[config.mk]
export PLATFORM = sky130hd
export DESIGN_NAME = prbs11_os_gen
export DESIGN_NICKNAME = d
export VERILOG_FILES = /design/src/rtl/prbs11_os_gen.sv
export SDC_FILE = /design/constraint.sdc
export NUM_CORES = 1
export LEC_CHECK = 0
export CAP_MARGIN = 20
export CORE_MARGIN = 10
export CORE_UTILIZATION = 57
export DETAILED_ROUTE_END_ITERATION = 8
export PLACE_DENSITY_LB_ADDON = 0.15
export SYNTH_ARGS = -nofsm -noshare
export SYNTH_HDL_FRONTEND = slang
export SYNTH_SLANG_ARGS = --single-unit
[constraint.sdc]
create_clock -name clk -period 4.2 [get_ports clk]
set_input_delay 1.05 -clock clk [delete_from_list [all_inputs] [get_ports clk]]
set_output_delay 1.05 -clock clk [all_outputs]
set_load 0.02 [all_outputs]
[src/rtl/prbs11_os_gen.sv]
// PRBS11 ordered-set generator: emits DATA_W bits per clock (MSB earliest), restarting
// from SEED at every ordered-set boundary, with completion pulse, OS count and burst stop.
module prbs11_os_gen #(
   parameter int          DATA_W = 8,
   parameter int          OS_LEN = 448,
   parameter logic [10:0] SEED   = 11'h7FF,
   parameter int          NUM_OS = 0,
   parameter int          CNT_W  = 16
) (
   input  logic              clk,
   input  logic              reset,
   input  logic              enable,
   output logic [DATA_W-1:0] data_out,
   output logic              data_valid,
   output logic              os_sent,
   output logic              busy,
   output logic              done,
   output logic [CNT_W-1:0]  os_cnt
);

   localparam int                WORDS    = OS_LEN / DATA_W;
   localparam int                IDX_W    = (WORDS > 1) ? $clog2(WORDS) : 1;
   localparam logic [IDX_W-1:0]  LAST_IDX = IDX_W'(WORDS - 1);
   localparam logic [31:0]       NUM_OS_L = 32'(NUM_OS);

   typedef enum logic [1:0] {
      IDLE  = 2'd0,
      RUN   = 2'd1,
      DRAIN = 2'd2
   } state_t;

   state_t              state_q, state_d;
   logic [10:0]         lfsr_q, lfsr_d;
   logic [IDX_W-1:0]    idx_q, idx_d;
   logic [DATA_W-1:0]   data_q, data_d;
   logic                valid_q, valid_d;
   logic                sent_q, sent_d;
   logic                busy_q, busy_d;
   logic                done_q, done_d;
   logic [CNT_W-1:0]    cnt_q, cnt_d;
   logic [31:0]         burst_q, burst_d;

   logic [10:0]         lfsr_adv_s;
   logic [DATA_W-1:0]   word_s;
   logic                done_set_s;
   logic                start_s;
   logic                gen_s;
   logic                last_s;
   logic                fin_s;

   // Unroll DATA_W single-bit LFSR steps to form one output word
   always_comb begin
      lfsr_adv_s = lfsr_q;
      word_s     = '0;
      for (int i = 0; i < DATA_W; i++) begin
         word_s[DATA_W-1-i] = lfsr_adv_s[10];
         lfsr_adv_s         = {lfsr_adv_s[9:0], lfsr_adv_s[10] ^ lfsr_adv_s[8]};
      end
   end

   // Next-state and output decode for the IDLE/RUN/DRAIN sequencer
   always_comb begin
      state_d = state_q;
      lfsr_d  = lfsr_q;
      idx_d   = idx_q;
      data_d  = '0;
      valid_d = 1'b0;
      sent_d  = 1'b0;
      busy_d  = 1'b0;
      cnt_d   = cnt_q;
      burst_d = burst_q;
      fin_s   = 1'b0;

      // done rises one cycle after the closing os_sent; that same cycle must not restart
      done_set_s = (NUM_OS_L != 32'd0) && sent_q && (burst_q == NUM_OS_L);
      start_s    = (state_q == IDLE) && enable && !done_q && !done_set_s;
      gen_s      = start_s || (state_q != IDLE);
      last_s     = (idx_q == LAST_IDX);

      if (enable) begin
         done_d = done_q || done_set_s;
      end else begin
         done_d = 1'b0;
      end

      if (gen_s) begin
         data_d  = word_s;
         valid_d = 1'b1;
         busy_d  = 1'b1;
         sent_d  = last_s;
         if (start_s) begin
            cnt_d   = CNT_W'(last_s);
            burst_d = 32'(last_s);
         end else begin
            cnt_d   = cnt_q + CNT_W'(last_s);
            burst_d = burst_q + 32'(last_s);
         end
         if (last_s) begin
            lfsr_d  = SEED;
            idx_d   = '0;
            fin_s   = (NUM_OS_L != 32'd0) && (burst_d == NUM_OS_L);
            state_d = (enable && !fin_s) ? RUN : IDLE;
         end else begin
            lfsr_d  = lfsr_adv_s;
            idx_d   = idx_q + IDX_W'(1);
            state_d = enable ? RUN : DRAIN;
         end
      end else begin
         state_d = IDLE;
      end
   end

   // State and output registers
   always_ff @(posedge clk or negedge reset) begin
      if (!reset) begin
         state_q <= IDLE;
         lfsr_q  <= SEED;
         idx_q   <= '0;
         data_q  <= '0;
         valid_q <= 1'b0;
         sent_q  <= 1'b0;
         busy_q  <= 1'b0;
         done_q  <= 1'b0;
         cnt_q   <= '0;
         burst_q <= 32'd0;
      end else begin
         state_q <= state_d;
         lfsr_q  <= lfsr_d;
         idx_q   <= idx_d;
         data_q  <= data_d;
         valid_q <= valid_d;
         sent_q  <= sent_d;
         busy_q  <= busy_d;
         done_q  <= done_d;
         cnt_q   <= cnt_d;
         burst_q <= burst_d;
      end
   end

   assign data_out   = data_q;
   assign data_valid = valid_q;
   assign os_sent    = sent_q;
   assign busy       = busy_q;
   assign done       = done_q;
   assign os_cnt     = cnt_q;

endmodule

==> qor.yml <==
placement:
  placed_cell_area_mm2: 0.00231
  numPortBuffers: 29
  hpwlAfterDp_um: 2720
  routabilityCongestion: 0.821
  dp_slack_ps: 1300
clock_tree:
  ctsRootBufferMaster: "clkbuf_4"
  cts_tree: "done"
  h-tree-depth: 2
  clock_latency_ps: 370
  path_clk_slew_ps: 130
  post_cts_buffers: 0
  ctsResizeCount: 0
  clock_path_buffers: 2
  cts.sinks: 45
  postCtsHoldBufs: 0
  cts_buffers: 5
die:
  die_area_mm2: 0.00630
  dieWidth_um: 79.4
  num_rows: 21
  die_height_um: 79.4
  io_pins: 31
  initial_core_util: 0.597
  core_region_area_mm2: 0.00336
finish:
  regArea_mm2: 0.00114
  multiInputGateArea_um2: 812
  fin_area_mm2: 0.00237
  fin_nets: 227
  area.growth.synth_to_final_pct: 18.1
  nFillCells: 274
  diodes: 0
  drive_gt1_frac: 0.121
route:
  wire_per_inst_um: 13.9
  dr.pass1.iters: 5
  vias: 1449
  routed_wl_um: 3750
  drt_drc_violations_left: 0
  first_iter_violations: 71
  vias_per_cell: 5.39
  antenna_left: 0
logic_synthesis:
  ys.flop_type: "dfrtp_1"
  yosysWarnings: 0
  synth_edf_count: 0
  ys_seq_elements: 45
  synth_common_cells: "nand2_1, dfrtp_1, o21ai_0, dfstp_2, mux2i_1"
  synth_area_mm2: 0.00201
  yosysMostFrequentCell: "nand2_1"
  synth_area_leaders: "dfrtp_1, dfstp_2, nand2_1, mux2i_1, o21ai_0"
  synth-seq-area-share: 0.567
  syn_area_per_cell_um2: 10.3
  yosysTopAreaCellShare: 0.423
  yosys.area.top_type: "dfrtp_1"
  ys_types: 32
  async_reset_ff_frac: 1.00
  syn-num-nets: 200
  synthCells: 195
global_routing:
  grt_max_degree: 46
  antenna_found_initial: 0
  gr-usage-all-layers: 0.127
  grt_pass1_wl_um: 6380
  grt_pass1_vias: 1399
  grt-ovfl-total: 0
run_status:
  outcome: "finished clean"
min_path:
  worstHoldPathType: "flip-flop to flip-flop"
  holdPathStages: 2
critical_path:
  path_max_fanout: 7
  cpLargestDelayFamily: "buffers and inverters"
  cp.depth: 1
  path_buf_inv: 1
  slowest_stage: "clkdlybuf4s50_1"
  ff2ff_path_depth: 8
  critPathMaxStageDelay_ps: 650
  worstPathArrival_ps: 1490
  crit_chain: "clkdlybuf4s50_1"
  required_ps: 3150
  critPathLaunchType: "flip-flop"
  path_class: "flip-flop to output port"
  end_kind: "output port"
timing:
  finalSetupViolations: 0
  maxSlewHeadroom: 0.369
  rsz0062_at_grt: "no"
  setup_tns_ps: 0
  fin_ws_ps: 1660
  finalCriticalPeriod_ps: 2540
  skew_ps: 12.3
  tightest_slew_ps: 946
  drv_slew: 0
  clock.fmax_mhz: 394
  timing.final.crit_share: 0.604
  hold_viol: 0
flow_run:
  cap_violations: 0
power:
  peakVddDrop_mv: 0.360
  power_mw: 1.32
  powerDensity_mw_per_mm2: 556
  p_leak_nw: 1.01
-- metrics by stage --
stage                     hold slack (ps)  utilization  cells
after global placement                443        0.688    261
after floorplan                       433            -    195
after detailed placement              454        0.688    261
after CTS                             472        0.706    269
after global routing                  497        0.706    269
final                                 469        0.706    269
-- worst min-delay path, delay by kind of cell (launching register included) --
kind / cells / cell delay, ps
DFF: 1 / 390
and+or+nand+nor: 2 / 90
-- per-layer routing --
layer | wire [um] | track usage | up-vias
li1 | - | - | 714
met1 | 1540 | 0.130 | 680
met2 | 1850 | 0.220 | 47
met3 | 288 | 0.0541 | 8
met4 | 75 | 0.0573 | 0
met5 | 0 | 0 | -
-- registers in the layout (all words and copies together) (netlist names) --
register  flops
data_out      8
busy          1
os_cnt       16
idx_q         6
os_sent       1
lfsr_q       11
state_q       2
-- final cells by class --
cell class | count | share of cell area
sequential | 45 | 0.480
multi-input combinational | 138 | 0.342
inverter | 1 | 0.00158
timing repair buffer | 31 | 0.127
tap | 46 | 0.0242
clock buffer | 5 | 0.0158
clock inverter | 3 | 0.00949
-- cell families (layout without fill, tap and decap cells) --
logic type / Yosys count / count (layout) / share of synthesized area
AND/OR/NAND/NOR: 84 / 84 / 0.210
flip-flops: 45 / 45 / 0.567
AO/OA/AOI/OAI: 31 / 31 / 0.0865
buffers and inverters: 12 / 40 / 0.0286
XOR/XNOR: 10 / 10 / 0.0436
multiplexers: 10 / 10 / 0.0498
adder cells (fa/ha/maj): 2 / 2 / 0.0125
other: 1 / 1 / 0.00187
-- worst paths after layout --
kind                       slack, ps      start     endpoint
max                             1660  os_cnt[1]    os_cnt[1]
min                              470  lfsr_q[0]    lfsr_q[0]
max reg2reg                     1950   idx_q[0]   os_cnt[12]
min reg2reg                      470  lfsr_q[0]    lfsr_q[0]
max in group asynchronous       2790      reset  data_out[1]
min in group asynchronous        810      reset   os_cnt[15]
-- layout by cell type, fill, tap and decap left out, types with 2 or more instances in the layout --
| cell type | Yosys | final |
|---|---|---|
| nor2_1 | 7 | 7 |
| nor3_2 | 2 | 2 |
| xnor2_1 | 2 | 2 |
| nand3_1 | 8 | 8 |
| a21oi_1 | 3 | 3 |
| and2_1 | 8 | 8 |
| dfstp_2 | 11 | 11 |
| nand4_1 | 3 | 3 |
| ha_1 | 2 | 2 |
| o31ai_1 | 2 | 2 |
| clkinvlp_4 | 0 | 3 |
| mux2i_1 | 10 | 10 |
| buf_4 | 3 | 2 |
| nand2_1 | 43 | 43 |
| nor3_1 | 5 | 5 |
| and4_1 | 2 | 2 |
| clkbuf_4 | 0 | 5 |
| o211ai_1 | 3 | 3 |
| clkdlybuf4s50_1 | 0 | 28 |
| dfrtp_1 | 34 | 34 |
| xor2_1 | 8 | 8 |
| o21ai_0 | 20 | 20 |
-- power by group --
group | total [mW] | leakage (nW) | internal (mW) | switching [mW]
Sequential | 0.716 | 0.554 | 0.601 | 0.116
Combinational | 0.394 | 0.437 | 0.193 | 0.201
Clock | 0.209 | 0.0234 | 0.0648 | 0.145
Total | 1.32 | 1.01 | 0.859 | 0.461
No activity file was read; power rests on OpenSTA's default activity.
